## src/rtl/rca_config_pkg.sv

```systemverilog
// rtl/rca_config_pkg.sv - shared profiler parameters, scan FSM states and mapped-slot type
// Contents:
//   CFG_* default profiler/RCA parameters
//   scan_state_t  : sequencing FSM states
//   mapped_slot_t : one mapped-loop table slot {addr, valid}
package rca_config;

  localparam int CFG_XLEN                  = 32;
  localparam int CFG_NUM_PROFILER_ENTRIES  = 8;
  localparam int CFG_MAX_TAKEN_COUNT       = 64;
  localparam int CFG_TAKEN_COUNT_THRESHOLD = 32;
  localparam int CFG_NUM_RCAS              = 4;

  typedef enum logic [2:0] {
    ST_IDLE,
    ST_LOCK,
    ST_SCAN,
    ST_DRAIN,
    ST_DECIDE,
    ST_OFFER,
    ST_RELEASE
  } scan_state_t;

  typedef struct packed {
    logic [CFG_XLEN-1:0] addr;
    logic                valid;
  } mapped_slot_t;

endpackage

```

## src/rtl/rca_mapped_table.sv

```systemverilog
// rtl/rca_mapped_table.sv - table of loop addresses already mapped to an RCA
// Ports:
//   clk, rst     : clock, asynchronous active-high reset
//   wr_en        : write wr_addr into the slot at the write pointer, then advance it
//   wr_addr      : address to record
//   flush        : invalidate every slot and rewind the pointer (beats wr_en)
//   lookup_addr  : address to test
//   hit          : lookup_addr matches a valid slot (combinational)
module rca_mapped_table
  import rca_config::*;
#(
  parameter int NUM_RCAS = CFG_NUM_RCAS
) (
  input  logic                clk,
  input  logic                rst,
  input  logic                wr_en,
  input  logic [CFG_XLEN-1:0] wr_addr,
  input  logic                flush,
  input  logic [CFG_XLEN-1:0] lookup_addr,
  output logic                hit
);

  localparam int PW = (NUM_RCAS > 1) ? $clog2(NUM_RCAS) : 1;
  localparam logic [PW-1:0] LAST_SLOT = PW'(NUM_RCAS - 1);

  mapped_slot_t   slots [NUM_RCAS];
  logic [PW-1:0]  wr_ptr;

  // Pointer wraps so the oldest mapping is the one overwritten.
  always_ff @(posedge clk or posedge rst) begin
    if (rst) begin
      for (int i = 0; i < NUM_RCAS; i++) begin
        slots[i] <= '0;
      end
      wr_ptr <= '0;
    end else if (flush) begin
      for (int i = 0; i < NUM_RCAS; i++) begin
        slots[i].valid <= 1'b0;
      end
      wr_ptr <= '0;
    end else if (wr_en) begin
      slots[wr_ptr].addr  <= wr_addr;
      slots[wr_ptr].valid <= 1'b1;
      wr_ptr <= (wr_ptr == LAST_SLOT) ? '0 : wr_ptr + 1'b1;
    end
  end

  always_comb begin
    hit = 1'b0;
    for (int i = 0; i < NUM_RCAS; i++) begin
      if (slots[i].valid && (slots[i].addr == lookup_addr)) begin
        hit = 1'b1;
      end
    end
  end

endmodule

```

## src/rtl/rca_profile_scan_ctrl.sv

```systemverilog
// rtl/rca_profile_scan_ctrl.sv - locks the profile cache, scans it and offers the hottest unmapped loop
// Ports:
//   clk, rst                 : clock, asynchronous active-high reset
//   profiler_exception       : threshold-crossed pulse that starts a scan
//   profiler_lock            : freezes the profile cache while a scan is in flight
//   rd_en, rd_index          : entry read request (response one cycle later)
//   rd_addr, rd_entry_valid,
//   rd_taken_count           : read response
//   sel_valid, sel_ready     : selection handshake to the RCA configuration manager
//   sel_addr, sel_index,
//   sel_count                : selected entry, stable while sel_valid
//   rca_flush                : clear the mapped-loop table
//   busy                     : controller is not idle
module rca_profile_scan_ctrl
  import rca_config::*;
#(
  parameter int XLEN                  = CFG_XLEN,
  parameter int NUM_PROFILER_ENTRIES  = CFG_NUM_PROFILER_ENTRIES,
  parameter int MAX_TAKEN_COUNT       = CFG_MAX_TAKEN_COUNT,
  parameter int TAKEN_COUNT_THRESHOLD = CFG_TAKEN_COUNT_THRESHOLD,
  parameter int NUM_RCAS              = CFG_NUM_RCAS
) (
  input  logic                                    clk,
  input  logic                                    rst,
  input  logic                                    profiler_exception,
  output logic                                    profiler_lock,
  output logic                                    rd_en,
  output logic [$clog2(NUM_PROFILER_ENTRIES)-1:0] rd_index,
  input  logic [XLEN-1:0]                         rd_addr,
  input  logic                                    rd_entry_valid,
  input  logic [$clog2(MAX_TAKEN_COUNT)-1:0]      rd_taken_count,
  output logic                                    sel_valid,
  input  logic                                    sel_ready,
  output logic [XLEN-1:0]                         sel_addr,
  output logic [$clog2(NUM_PROFILER_ENTRIES)-1:0] sel_index,
  output logic [$clog2(MAX_TAKEN_COUNT)-1:0]      sel_count,
  input  logic                                    rca_flush,
  output logic                                    busy
);

  localparam int IW = $clog2(NUM_PROFILER_ENTRIES);
  localparam int CW = $clog2(MAX_TAKEN_COUNT);
  localparam logic [IW-1:0] LAST_INDEX = IW'(NUM_PROFILER_ENTRIES - 1);
  localparam logic [CW-1:0] THRESHOLD  = CW'(TAKEN_COUNT_THRESHOLD);

  scan_state_t     state;
  scan_state_t     state_next;
  logic            pending;
  logic [IW-1:0]   scan_idx;
  logic            resp_valid;
  logic [IW-1:0]   resp_index;
  logic            best_valid;
  logic [XLEN-1:0] best_addr;
  logic [IW-1:0]   best_index;
  logic [CW-1:0]   best_count;
  logic            mapped_hit;
  logic            candidate;
  logic            handshake;

  rca_mapped_table #(
    .NUM_RCAS (NUM_RCAS)
  ) u_mapped_table (
    .clk         (clk),
    .rst         (rst),
    .wr_en       (handshake),
    .wr_addr     (sel_addr),
    .flush       (rca_flush),
    .lookup_addr (rd_addr),
    .hit         (mapped_hit)
  );

  always_ff @(posedge clk or posedge rst) begin
    if (rst) begin
      state <= ST_IDLE;
    end else begin
      state <= state_next;
    end
  end

  // Outputs decode straight from state so an asynchronous reset drops the
  // lock and the offer without waiting for a clock edge.
  always_comb begin
    state_next    = state;
    profiler_lock = 1'b0;
    rd_en         = 1'b0;
    sel_valid     = 1'b0;
    busy          = 1'b1;
    case (state)
      ST_IDLE: begin
        busy = 1'b0;
        if (profiler_exception || pending) begin
          state_next = ST_LOCK;
        end
      end
      ST_LOCK: begin
        profiler_lock = 1'b1;
        state_next    = ST_SCAN;
      end
      ST_SCAN: begin
        profiler_lock = 1'b1;
        rd_en         = 1'b1;
        if (scan_idx == LAST_INDEX) begin
          state_next = ST_DRAIN;
        end
      end
      ST_DRAIN: begin
        profiler_lock = 1'b1;
        state_next    = ST_DECIDE;
      end
      ST_DECIDE: begin
        profiler_lock = 1'b1;
        state_next    = best_valid ? ST_OFFER : ST_RELEASE;
      end
      ST_OFFER: begin
        profiler_lock = 1'b1;
        sel_valid     = 1'b1;
        if (sel_ready) begin
          state_next = ST_RELEASE;
        end
      end
      ST_RELEASE: begin
        state_next = ST_IDLE;
      end
      default: begin
        state_next = ST_IDLE;
      end
    endcase
  end

  assign handshake = sel_valid && sel_ready;
  assign rd_index  = scan_idx;

  // IDLE consumes any pending request immediately, so clearing it there
  // never loses one; pulses while busy collapse into a single bit.
  always_ff @(posedge clk or posedge rst) begin
    if (rst) begin
      pending <= 1'b0;
    end else if (state == ST_IDLE) begin
      pending <= 1'b0;
    end else if (profiler_exception) begin
      pending <= 1'b1;
    end
  end

  always_ff @(posedge clk or posedge rst) begin
    if (rst) begin
      scan_idx   <= '0;
      resp_valid <= 1'b0;
      resp_index <= '0;
    end else begin
      if (state == ST_LOCK) begin
        scan_idx <= '0;
      end else if (state == ST_SCAN) begin
        scan_idx <= (scan_idx == LAST_INDEX) ? '0 : scan_idx + 1'b1;
      end
      resp_valid <= rd_en;
      resp_index <= scan_idx;
    end
  end

  assign candidate = resp_valid && rd_entry_valid && (rd_taken_count >= THRESHOLD) && !mapped_hit;

  // Strict greater-than keeps the earliest (lowest-index) entry on ties.
  always_ff @(posedge clk or posedge rst) begin
    if (rst) begin
      best_valid <= 1'b0;
      best_addr  <= '0;
      best_index <= '0;
      best_count <= '0;
    end else if (state == ST_LOCK) begin
      best_valid <= 1'b0;
      best_count <= '0;
    end else if (candidate && (!best_valid || (rd_taken_count > best_count))) begin
      best_valid <= 1'b1;
      best_addr  <= rd_addr;
      best_index <= resp_index;
      best_count <= rd_taken_count;
    end
  end

  always_ff @(posedge clk or posedge rst) begin
    if (rst) begin
      sel_addr  <= '0;
      sel_index <= '0;
      sel_count <= '0;
    end else if ((state == ST_DECIDE) && best_valid) begin
      sel_addr  <= best_addr;
      sel_index <= best_index;
      sel_count <= best_count;
    end
  end

endmodule

```

## config.mk

```make
export PLATFORM = sky130hd
export DESIGN_NAME = rca_profile_scan_ctrl
export DESIGN_NICKNAME = d
export VERILOG_FILES = /design/src/rtl/rca_config_pkg.sv /design/src/rtl/rca_mapped_table.sv /design/src/rtl/rca_profile_scan_ctrl.sv
export SDC_FILE = /design/constraint.sdc
export NUM_CORES = 1
export LEC_CHECK = 0
export BUFFER_PORTS_ARGS = -buffer_cell sky130_fd_sc_hd__buf_2
export CORE_ASPECT_RATIO = 0.7
export CORE_MARGIN = 2
export CORE_UTILIZATION = 25
export DETAILED_ROUTE_END_ITERATION = 8
export GPL_TIMING_DRIVEN = 0
export SYNTH_ARGS = -nofsm -noshare
export SYNTH_HDL_FRONTEND = slang
export SYNTH_SLANG_ARGS = --single-unit
```

## constraint.sdc

```tcl
create_clock -name clk -period 10.4 [get_ports clk]
set_input_delay 1.56 -clock clk [delete_from_list [all_inputs] [get_ports clk]]
set_output_delay 1.56 -clock clk [all_outputs]
set_load 0.01 [all_outputs]
```

---- After elaboration in Yosys (flattened, before gate mapping) ----
Index checks and enable logic that the tools add are counted.
word-level totals
  input port bits ......................... 44
  output and inout bits ................... 48
  logic and storage cells ................. 104
  bits in registers ....................... 228
operators by class
  reduce and logical (&&, ||, !) cells .... 24
  $add $sub $neg .......................... 2
  bitwise logic cells ..................... 3
  eq/ne operators ......................... 14
  muxes and demuxes ....................... 36
  $lt $le $gt $ge ......................... 4
operators by type and width
  cell                   count
  $bwmux W132            2
  $demux W33 S2          2
  $eq A32 B32 Y1         4
  $mux W100              1
  $mux W33               1
  $mux W3                6
  $pmux W3 S6            1
  $mux W1                17
  $mux W6                2
  $logic_and A1 B1 Y1    11
  $eq A3 B3 Y1 const B   3
  $mux W2                4
  $reduce_bool A2 Y1     4
  $eq A3 B2 Y1 const B   2
  $ge A6 B6 Y1 const B   1
  $gt A6 B6 Y1           1
  $reduce_or A5 Y1       1
  $ne A2 B2 Y1 const B   2
  $reduce_and A2 Y1      2
  $add A3 B1 Y3 const B  1
  $eq A3 B1 Y1 const B   1
  $ge A3 B3 Y1 const B   1
  $logic_not A3 Y1       1
  $lt A3 B1 Y1 const B   1
  8 further kinds        11

---- Longest topological paths before layout ----
  depth in word-level cells ............... 11
  mapped depth ............................ 11

---- By module ----
Synthesis repeated with hierarchy kept, for this count alone.
second synthesis, totals
  cell total of the unflattened synthesis .. 734
  area, all modules ....................... 10301.1 um2
modules (own cells, without submodules)
  module                 times used  cells an instance  seq. area each (um2)  area each (um2)
  rca_mapped_table       1           477                3353.2                6427.4
  rca_profile_scan_ctrl  1           257                2352.3                3873.7

---- Worst setup path after synthesis ----
No wires, ideal clock.
  path type ............................... input-to-reg
  start point ............................. input port rd_taken_count[5]
  end point ............................... register best_addr[0]
  setup time .............................. 0.128 ns
  data arrival time ....................... 3.777 ns
  buffers on the path ..................... 2
  data required time ...................... 10.272 ns
  stages on the path ...................... 9
  path slack .............................. 6.496 ns
  cells stage by stage .................... ha_1 > and4_1 > and3_1 > o21ai_0 > or4b_1 > buf_2 > nor3_4 > buf_4 > mux2_1
between the ends
  word-level cells in the longest chain between the ends .. 5
  elaborated cells between the ends (all ways) .. 7
  classes of those cells .................. 2 x order compare; 5 x reduce/logical
RTL lines
  what                              RTL line                      RTL
  start, declared                   rca_profile_scan_ctrl.sv:31   input logic [$clog2(MAX_TAKEN_COUNT)-1:0] rd_taken_count,
  $ge A6 B6 Y1                      rca_profile_scan_ctrl.sv:161  assign candidate = resp_valid && rd_entry_valid && (rd_taken_count >= THRESHOLD) && !mapped_hit;
  $logic_and A1 B1 Y1 (2 in a row)  rca_profile_scan_ctrl.sv:161
  $logic_and A1 B1 Y1 *             rca_profile_scan_ctrl.sv:173  end else if (candidate && (!best_valid || (rd_taken_count > best_count))) begin
  $reduce_and A2 Y1 (no line) *     n/a
  end signal, assigned              rca_profile_scan_ctrl.sv:175  best_addr <= rd_addr;
  end, declared                     rca_profile_scan_ctrl.sv:53   logic [XLEN-1:0] best_addr;
Every way passes the cells marked *; elsewhere a longest branch is shown, timed or not.
A chain may end at the register's enable or synchronous reset.

---- Worst setup path in the final report ----
  start point ............................. input port rd_addr[7]
  end point ............................... register best_addr[2]
between the ends
  word-level cells in the longest chain between the ends .. 10
  elaborated cells between the ends (all ways) .. 16
  classes of those cells .................. 4 x eq/ne; 4 x mux; 8 x reduce/logical
RTL lines
  what                           RTL line                      RTL
  start, declared                rca_profile_scan_ctrl.sv:29   input logic [XLEN-1:0] rd_addr,
  $eq A32 B32 Y1                 rca_mapped_table.sv:51        if (slots[i].valid && (slots[i].addr == lookup_addr)) begin
  $logic_and A1 B1 Y1            rca_mapped_table.sv:51
  $mux W1 (3 in a row)           rca_mapped_table.sv:51
  $mux W1 *                      rca_mapped_table.sv:51
  $logic_not A1 Y1 *             rca_profile_scan_ctrl.sv:161
  $logic_and A1 B1 Y1 *          rca_profile_scan_ctrl.sv:161
  $logic_and A1 B1 Y1 *          rca_profile_scan_ctrl.sv:173
  $reduce_and A2 Y1 (no line) *  n/a
Marks and branches as above.

==> qor.yml <==
status:
  run_status: "finished clean"
worst_setup_path:
  worstPathRequired_ns: 10.82
  path_max_fanout: 10
  rr_worst_depth: 8
  crit_family: "simple AND/OR/NAND/NOR gates"
  r2r_end: "best_addr[2]"
  startpoint_type: "input port"
  cp-endpoint: "best_addr[2]"
  reg2reg_slack_ns: 7.05
  max_stage_delay_ns: 0.64
  cp_cell_sequence: "buf_2 -> xnor2_1 -> nand4_1 -> nor4_1 -> nand4_1 -> o41ai_4 -> nor3_4 -> buf_4 -> mux2_1"
  cpMostUsedCell: "nand4_1"
  startpoint: "rd_addr[7]"
  endpoint_kind: "flop"
  reg2reg_from: "u_mapped_table.slots[8]"
  cp.buffers_inverters: 2
  cp.depth: 9
  worstSetupPathType: "in -> reg"
  arrival_ns: 4.55
  slowest_stage: "o41ai_4"
cells_and_area:
  fin_cells: 1417
  layout_common_cells: "dfrtp_1 (228), mux2_2 (174), buf_2 (92)"
  final_nets: 912
  seqCellArea_um2: 5710
  final_common_cell: "dfrtp_1"
  syn_to_final_growth_pct: 17.8
  diodes: 0
  fill_cells: 4185
  drive_gt1_frac: 0.362
  multiInputGateArea_um2: 4320
  finalInstanceArea_um2: 12200
yosys:
  synthDistinctLibCells: 41
  synth_area_per_cell_um2: 13.5
  ys_seq_area_frac: 0.551
  synthArstFlopShare: 1.00
  synth_cells: 767
  ys.flop_type: "dfrtp_1"
  ys_warn_count: 0
  syn_area_um2: 10400
  synth_nets: 823
  synth-edff-count: 0
  synth_seq_cells: 228
sta:
  tightest_slew_ns: 1.30
  finalCriticalPeriod_ns: 4.13
  grt_setup_unrepaired: "no"
  finalMaxSlewViolations: 0
  clock.fmax_ghz: 0.242
  hold_viol_final: 0
  fin_tns_setup_ns: 0
  fin_crit_sh: 0.397
  slew_headroom: 0.129
  setup_viol_count_final: 0
  clock_skew_ns: 0.0224
power:
  cellPowerDensity_nw_per_um2: 223
  irDropWorstVdd_mv: 0.0886
  leakagePower_nw: 5.84
place:
  placed_area_um2: 11400
  dp_hpwl_um: 20100
  port_buffers: 61
  dp_cells: 1373
  gp_congestion: 0.867
route:
  antenna_left: 0
  top_layer_used: "met5"
  vias_per_cell: 4.34
  vias: 6144
  drt_iter0_drc: 337
  wl_met1_um: 13700
  drtPass1Iterations: 5
  route.detailed.drc: 0
  drt_wl_total_um: 27300
  wl_per_cell_um: 19.3
  wl_met2_um: 11600
  route.met3.wl_um: 1590
global_route:
  first_global_vias: 6522
  gr-total-overflow: 0
  grt_pass1_wl_um: 41400
  grt.total_usage: 0.128
  antenna_found_initial: 2
  grt_max_degree: 117
clocking:
  cts_resized: 0
  clk_latency_ns: 0.55
  post_cts_buffers: 0
  cts_hold_buf: 0
  cts.path.max_buffers: 3
  cts_max_level: 1
  cts_buffers: 25
  root_buffer: "clkbuf_16"
  clock_sinks: 228
  cts_tree: "yes"
  clkTransAtPathRegs_ns: 0.07
flow_run:
  drv_cap: 0
floorplan:
  die_h_um: 174
  rows: 62
  coreArea_um2: 41000
  dieArea_um2: 43100
  num_io_pins: 92
  die_w_um: 247
  start_util: 0.253
min_path:
  hp-class: "reg -> reg"
==> state kept, by name (all words and copies together), names as in the netlist <==
name / flops
u_mapped_table.wr_ptr: 2
sel_addr: 32
resp_valid: 1
best_valid: 1
pending: 1
u_mapped_table.slots: 132
rd_index: 3
best_addr: 32
best_index: 3
resp_index: 3
state: 3
sel_index: 3
best_count: 6
sel_count: 6
==> synth_stat cells, types with 2 or more instances <==
cell	count	area share
dfrtp_1	228	0.55
mux2_2	174	0.19
xor2_1	73	0.062
xnor2_1	53	0.045
buf_2	31	0.015
mux2_1	30	0.033
clkbuf_1	23	0.0083
nor4_1	18	0.011
inv_1	16	0.0058
nand4_1	15	0.0091
ha_1	12	0.015
nand3_1	11	0.0053
a21oi_1	10	0.0048
nand2_1	10	0.0036
nor2_1	9	0.0033
o21ai_0	8	0.0039
a21o_1	7	0.0051
nor3_1	7	0.0034
and2_1	4	0.0024
buf_4	3	0.0022
a22o_1	2	0.0017
nand2b_1	2	0.0012
nor3b_1	2	0.0015
o21a_1	2	0.0015
==> per-stage QoR <==
step | total power [mW] | hold slack [ns] | util | setup slack, ns
floorplan | 1.59 | 0.439 | - | 2.59
global placement | 1.81 | 0.410 | 0.277 | -0.286
detailed placement | 1.84 | 0.427 | 0.278 | 5.74
CTS | 2.76 | 0.446 | 0.298 | 6.32
global route | 2.87 | 0.461 | 0.298 | 6.24
finish | 2.72 | 0.444 | 0.298 | 6.27
==> worst min path at each step <==
stage	startpoint	cells after the start	endpoint	slack [ns]
floorplan	resp_index[0]	1	best_index[0]	0.44
global placement	rd_index[1]	0	resp_index[1]	0.41
detailed placement	rd_index[1]	0	resp_index[1]	0.43
CTS	rd_index[1]	0	resp_index[1]	0.45
global route	rd_index[2]	0	resp_index[2]	0.46
finish	rd_index[2]	0	resp_index[2]	0.44
==> power by group <==
| part | total (mW) | leakage (nW) | switching, mW | internal [mW] |
|---|---|---|---|---|
| clock network | 0.910 | 0.401 | 0.379 | 0.531 |
| registers | 1.26 | 3.07 | 0.173 | 1.09 |
| logic | 0.548 | 2.37 | 0.278 | 0.270 |
| total | 2.72 | 5.84 | 0.830 | 1.89 |
==> logic make-up (layout without fill, tap and decap cells) <==
logic type	Yosys count	after routing	share of synthesized area
AO/OA/AOI/OAI	37	37	0.0256
XOR/XNOR	126	126	0.107
adder cells (fa/ha/maj)	12	12	0.0145
buffers and inverters	73	179	0.0313
flip-flops	228	228	0.551
multiplexers	205	205	0.223
AND/OR/NAND/NOR	86	86	0.0479
==> layout make-up <==
class,count,area share
buffer,57,0.0216
clock inverter,14,0.0131
multi-input combinational,466,0.354
inverter,16,0.00554
sequential,228,0.468
timing repair buffer,62,0.0273
tap,544,0.0558
clock buffer,30,0.0545
==> layer usage <==
metal | global-route usage | vias up
met3 | 0.0321 | 34
met5 | 0 | -
met4 | 0.0242 | 4
met1 | 0.192 | 3153
met2 | 0.187 | 109
li1 | - | 2844
==> worst register-to-register path: stages (launching register included) <==
cell     delay [ns]
dfrtp_1        0.39
xnor2_1        0.44
nand4_1        0.23
nor4_1         0.45
nand4_1        0.25
o41ai_4        0.64
nor3_4         0.18
buf_4          0.31
mux2_1         0.33
Power figures use the tool's default switching activity.
